### src/rtl/led_pattern_sequencer_if.sv
// Button inputs and display outputs of the LED pattern sequencer.
// The board/bench drives through master; the sequencer attaches through slave.
interface led_pattern_sequencer_if #(
  parameter int unsigned Bits = 5
) ();
  logic            btn_n;
  logic            btn1;
  logic            btn2;
  logic            btn3;
  logic [Bits-1:0] leds;
  logic            running;
  logic [1:0]      mode;
  logic [2:0]      rate;

  modport master (
    output btn_n, btn1, btn2, btn3,
    input  leds, running, mode, rate
  );

  modport slave (
    input  btn_n, btn1, btn2, btn3,
    output leds, running, mode, rate
  );
endinterface

### src/rtl/led_pattern_sequencer.sv
// Button-driven LED pattern counter: debounced run/pause, step rate and display mode
// controls sequencing a Bits-wide counter shown as binary, gray, down or bounce.
module led_pattern_sequencer #(
  parameter int unsigned Bits          = 5,
  parameter int unsigned DebounceLog2  = 16,
  parameter int unsigned BaseLog2Delay = 22
) (
  input logic                    clk_i,
  input logic                    rst_i,
  led_pattern_sequencer_if.slave bus_io
);

  localparam logic [DebounceLog2-1:0]  DbOne  = {{(DebounceLog2-1){1'b0}}, 1'b1};
  localparam logic [BaseLog2Delay-1:0] PreOne = {{(BaseLog2Delay-1){1'b0}}, 1'b1};
  localparam logic [Bits-1:0]          CntOne = {{(Bits-1){1'b0}}, 1'b1};
  localparam logic [Bits-1:0]          CntMax = '1;

  typedef enum logic {StPause, StRun} state_e;

  // Bit order: 0 run/pause (inverted to pressed-high), 1 faster, 2 slower, 3 mode.
  logic [3:0]              btn_raw;
  logic [3:0]              sync1_q, sync2_q;
  logic [3:0]              db_lvl_q, lvl_prev_q;
  logic [DebounceLog2-1:0] db_cnt_q [4];
  logic [3:0]              ev;

  state_e                   state_q, state_d;
  logic [2:0]               rate_q, rate_d;
  logic [1:0]               mode_q, mode_d;
  logic                     dir_down_q, dir_down_d;
  logic [Bits-1:0]          cnt_q, cnt_d;
  logic [BaseLog2Delay-1:0] pre_q, pre_d;
  logic [BaseLog2Delay-1:0] pre_limit;
  logic                     tick;

  assign btn_raw = {bus_io.btn3, bus_io.btn2, bus_io.btn1, ~bus_io.btn_n};
  assign ev      = db_lvl_q & ~lvl_prev_q;

  always_ff @(posedge clk_i or posedge rst_i) begin
    if (rst_i) begin
      sync1_q    <= '0;
      sync2_q    <= '0;
      db_lvl_q   <= '0;
      lvl_prev_q <= '0;
      for (int i = 0; i < 4; i++) db_cnt_q[i] <= '0;
    end else begin
      sync1_q    <= btn_raw;
      sync2_q    <= sync1_q;
      lvl_prev_q <= db_lvl_q;
      for (int i = 0; i < 4; i++) begin
        if (sync2_q[i] == db_lvl_q[i]) begin
          db_cnt_q[i] <= '0;
        end else if (&db_cnt_q[i]) begin
          db_cnt_q[i] <= '0;
          db_lvl_q[i] <= sync2_q[i];
        end else begin
          db_cnt_q[i] <= db_cnt_q[i] + DbOne;
        end
      end
    end
  end

  // All-ones when the shift reaches the full width, giving the 2^BaseLog2Delay period.
  assign pre_limit = (PreOne << (BaseLog2Delay - 32'(rate_q))) - PreOne;

  always_comb begin
    state_d    = state_q;
    rate_d     = rate_q;
    mode_d     = mode_q;
    dir_down_d = dir_down_q;
    cnt_d      = cnt_q;
    pre_d      = pre_q;
    tick       = 1'b0;

    if (ev[0]) state_d = (state_q == StRun) ? StPause : StRun;

    if (ev[1] && !ev[2] && rate_q != 3'd7) begin
      rate_d = rate_q + 3'd1;
    end else if (ev[2] && !ev[1] && rate_q != 3'd0) begin
      rate_d = rate_q - 3'd1;
    end

    if (ev[3]) begin
      mode_d     = mode_q + 2'd1;
      dir_down_d = 1'b0;
    end

    if (state_q == StRun) begin
      if (pre_q == pre_limit) begin
        pre_d = '0;
        tick  = 1'b1;
      end else begin
        pre_d = pre_q + PreOne;
      end
    end
    if (rate_d != rate_q) pre_d = '0;

    // A step coinciding with a mode change follows the new mode and reset direction.
    if (tick) begin
      unique case (mode_d)
        2'd0, 2'd1: cnt_d = cnt_q + CntOne;
        2'd2:       cnt_d = cnt_q - CntOne;
        2'd3: begin
          if (!dir_down_d) begin
            if (cnt_q == CntMax) begin
              cnt_d      = cnt_q - CntOne;
              dir_down_d = 1'b1;
            end else begin
              cnt_d = cnt_q + CntOne;
            end
          end else begin
            if (cnt_q == '0) begin
              cnt_d      = cnt_q + CntOne;
              dir_down_d = 1'b0;
            end else begin
              cnt_d = cnt_q - CntOne;
            end
          end
        end
        default: cnt_d = cnt_q;
      endcase
    end
  end

  always_ff @(posedge clk_i or posedge rst_i) begin
    if (rst_i) begin
      state_q    <= StPause;
      rate_q     <= '0;
      mode_q     <= '0;
      dir_down_q <= 1'b0;
      cnt_q      <= '0;
      pre_q      <= '0;
    end else begin
      state_q    <= state_d;
      rate_q     <= rate_d;
      mode_q     <= mode_d;
      dir_down_q <= dir_down_d;
      cnt_q      <= cnt_d;
      pre_q      <= pre_d;
    end
  end

  assign bus_io.leds    = (mode_q == 2'd1) ? (cnt_q ^ (cnt_q >> 1)) : cnt_q;
  assign bus_io.running = (state_q == StRun);
  assign bus_io.mode    = mode_q;
  assign bus_io.rate    = rate_q;

endmodule

### src/flat_wrapper.sv
// flat-port wrapper written by rule: the top's interface ports become plain ports
module led_pattern_sequencer_flat 
#(
  parameter int unsigned Bits          = 5,
  parameter int unsigned DebounceLog2  = 16,
  parameter int unsigned BaseLog2Delay = 22
)
  (clk_i, rst_i, bus_io_btn_n, bus_io_btn1, bus_io_btn2, bus_io_btn3, bus_io_leds, bus_io_running, bus_io_mode, bus_io_rate);
  led_pattern_sequencer_if #(.Bits(Bits)) bus_io_i ();
  input logic clk_i;
  input logic rst_i;
  input wire logic [$bits(bus_io_i.btn_n)-1:0] bus_io_btn_n;
  input wire logic [$bits(bus_io_i.btn1)-1:0] bus_io_btn1;
  input wire logic [$bits(bus_io_i.btn2)-1:0] bus_io_btn2;
  input wire logic [$bits(bus_io_i.btn3)-1:0] bus_io_btn3;
  output wire logic [$bits(bus_io_i.leds)-1:0] bus_io_leds;
  output wire logic [$bits(bus_io_i.running)-1:0] bus_io_running;
  output wire logic [$bits(bus_io_i.mode)-1:0] bus_io_mode;
  output wire logic [$bits(bus_io_i.rate)-1:0] bus_io_rate;
  assign bus_io_i.btn_n = bus_io_btn_n;
  assign bus_io_i.btn1 = bus_io_btn1;
  assign bus_io_i.btn2 = bus_io_btn2;
  assign bus_io_i.btn3 = bus_io_btn3;
  assign bus_io_leds = bus_io_i.leds;
  assign bus_io_running = bus_io_i.running;
  assign bus_io_mode = bus_io_i.mode;
  assign bus_io_rate = bus_io_i.rate;
  led_pattern_sequencer #(.Bits(Bits), .DebounceLog2(DebounceLog2), .BaseLog2Delay(BaseLog2Delay)) u_core (.clk_i(clk_i), .rst_i(rst_i), .bus_io(bus_io_i));
endmodule
### config.mk
export PLATFORM = sky130hd
export DESIGN_NAME = led_pattern_sequencer_flat
export DESIGN_NICKNAME = d
export VERILOG_FILES = /design/src/rtl/led_pattern_sequencer_if.sv /design/src/rtl/led_pattern_sequencer.sv /design/src/flat_wrapper.sv
export SDC_FILE = /design/constraint.sdc
export NUM_CORES = 1
export LEC_CHECK = 0
export CAP_MARGIN = 20
export CORE_MARGIN = 8
export CORE_UTILIZATION = 38
export DETAILED_ROUTE_END_ITERATION = 12
export HOLD_SLACK_MARGIN = 0.05
export PLACE_DENSITY = 0.62
export SLEW_MARGIN = 20
export SYNTH_ARGS = -nofsm -noshare
export SYNTH_HDL_FRONTEND = slang
export SYNTH_SLANG_ARGS = --single-unit
### constraint.sdc
create_clock -name clk_i -period 4.2 [get_ports clk_i]
set_input_delay 1.26 -clock clk_i [delete_from_list [all_inputs] [get_ports clk_i]]
set_output_delay 1.26 -clock clk_i [all_outputs]
set_load 0.02 [all_outputs]
==> flow_summary.yaml <==
clock_tree:
  cts_buffer_depth: 2
  cts_setup_buffers: 0
  numCtsBuffers: 17
  hold_buffers: 0
  tritoncts: "yes"
  path_clk_slew_ns: 0.06
  ctsResizeCount: 0
  cts.sinks: 114
  cts-root-buf: "clkbuf_16"
  worstSkewPairLatency_ns: 0.41
  htreeDepth: 4
sta:
  tns_ns: 0
  worst_pin_slew_ns: 0.684
  min_period_over_period_pct: 89.8
  slew_headroom_pct: 54.4
  fin_worst_skew_ns: 0.0125
  rsz0062_at_grt: "false"
  report.final.setup_viol: 0
  drv_slew: 0
  fmax_mhz: 265
  fin_crit_ns: 3.77
  hold_viol: 0
synth:
  synth_top_area_cell: "dfrtp_1"
  synth_fp_nets: 744
  yosys_most_used_dff: "dfrtp_1"
  ys_async_sr_fraction_pct: 100
  ys_ff_latch: 114
  synth.distinct_cells: 65
  synth_edf_count: 0
  synth_top_area_share_pct: 42.9
  synth_area_leaders: "dfrtp_1 (43%), xnor2_1 (6.7%), xor2_1 (6.3%)"
  seq_area_frac_synth_pct: 42.9
  syn_avg_cell_area_um2: 9.31
  syn_area_um2: 6660
  netlist_instances: 715
  yosys_warnings: 0
setup_path:
  critPathLaunchType: "flop"
  required_ns: 4.48
  path_class: "reg2reg"
  worst-path-max-fanout: 20
  rr_worst_depth: 14
  arrival_ns: 4.05
  cp-end-kind: "flop"
worst_hold_path:
  holdPathStages: 0
  hp-class: "reg2reg"
global_route:
  grt_pass1_wl_um: 22900
  grt_pass1_vias: 4740
  gr-total-overflow: 0
  grtUsageTotal_pct: 12.7
  grt_max_degree: 115
  antenna_found_initial: 0
final_layout:
  layout-drive-gt1-share_pct: 10.2
  final_util_pct: 44.2
  final_common_cell: "dfrtp_1"
  final_cell_mix: "dfrtp_1 (114), nor2_1 (104), nand3_1 (52)"
  area_growth_pct: 14.5
  fin_nets: 753
  antenna_cells: 0
power_and_ir_drop:
  fin_total_pwr_mw: 2.67
  p_leak_nw: 3.28
  powerDensity_nw_per_um2: 351
  vdd_drop_max_mv: 0.295
drt:
  ant_nets: 0
  drt_pre_antenna_iters: 5
  post_drt_wl_per_cell_um: 13.7
  wl_um: 13200
  avgViaCountPerCell: 5.15
  via_count: 4955
  drc_errors: 0
  drt_iter0_markers: 301
floorplanning:
  coreArea_um2: 17200
  die_w_um: 148
  dieArea_um2: 22000
  start_util_pct: 38.6
  io-pin-count: 17
  placementRows: 48
  die_h_um: 148
placement:
  io_buffers: 16
  gp_congestion: 0.905
  hpwl_um: 8830
run:
  cap_violations: 0
run_status:
  outcome: "complete, no violations"
-- kinds of logic (layout without fill, tap and decap cells) --
kind of cell	after synthesis	after routing	share of synthesized area, %
XOR/XNOR	99	99	13.0
multiplexers	12	12	1.92
buffers and inverters	64	86	4.38
AO/OA/AOI/OAI	87	87	9.66
AND/OR/NAND/NOR	316	316	23.8
flip-flops	114	114	42.9
adder cells (fa/ha/maj)	23	23	4.32
-- path summary, 6_finish.rpt --
check	start	end	slack, ns
max in group asynchronous	rst_i	u_core.pre_q[18]	2.36
hold reg to reg	u_core.sync1_q[1]	u_core.sync2_q[1]	0.34
setup / recovery	u_core.bus_io.rate[0]	u_core.pre_q[2]	0.43
min in group asynchronous	rst_i	u_core.db_cnt_q[49]	1.34
setup reg to reg	u_core.bus_io.rate[0]	u_core.pre_q[2]	0.43
hold / removal	u_core.sync1_q[1]	u_core.sync2_q[1]	0.34
-- cell usage after synthesis, types with 4 or more instances --
master       n
ha_1        23
o2111ai_1    4
buf_2        6
mux2i_1      6
nor2_2      13
nand4_1     27
and2_1       4
nor2_1     104
o21ai_0     12
xnor2_1     51
a41o_1       4
o211ai_1    10
nor2b_1      9
a21oi_1     15
nand3_1     52
nor3_1       9
or3_1        7
nor4_1       4
and3_1      18
nor3b_1      5
o211a_1      4
a211oi_1     7
dfrtp_1    114
nand2b_1     6
xor2_1      48
clkbuf_1    23
mux2_2       6
inv_1       29
nand2_1     44
-- final cells by class --
cell class                 instances  area [um2]
multi-input combinational        537        3510
fill                            1630        9620
inverter                          29         113
tap                              225         282
sequential                       114        2850
clock inverter                    12         154
timing repair buffer              25         240
clock buffer                      20         467
-- layer usage --
layer	global-route usage [%]	vias to the layer above	wire, um
li1	-	2491	-
met2	18.3	98	5700
met1	17.7	2351	6670
met5	0	-	0
met3	3.37	15	592
met4	5.30	0	194
-- sequential cells by signal, indices dropped and copies added (netlist names), 3 cells and up --
register            count
u_core.sync2_q          4
u_core.bus_io.rate      3
u_core.cnt_q            5
u_core.lvl_prev_q       4
u_core.db_lvl_q         4
u_core.sync1_q          4
u_core.pre_q           22
u_core.db_cnt_q        64
-- critical path: stages, from the launching register on --
cell and delay (ns):
dfrtp_1 0.48, ha_1 0.27, ha_1 0.29, and2_1 0.30, nand3_1 0.12, ha_1 0.32, xnor2_1 0.13, a211oi_1 0.24
o31ai_1 0.11, nor4_1 0.26, nand4_1 0.18, and3b_4 0.36, nand3_4 0.16, nand2_4 0.33, nor2_1 0.09
-- per-stage QoR --
step | hold WS, ns | setup WS (ns) | cells | area, um2
global placement | 0.335 | 0.499 | 930 | 7000
detailed placement | 0.335 | 0.439 | 930 | 7000
finish | 0.344 | 0.430 | 962 | 7620
CTS | 0.347 | 0.410 | 962 | 7620
floorplan | 0.331 | 0.563 | 715 | 6660
global route | 0.370 | 0.171 | 962 | 7620
-- power by group --
part           leakage [nW]  switching, mW  internal [mW]
sequential             1.56         0.0119           1.11
combinational          1.41         0.0390         0.0176
clock                 0.298          0.512          0.979
No activity file was read; power rests on OpenSTA's default activity.
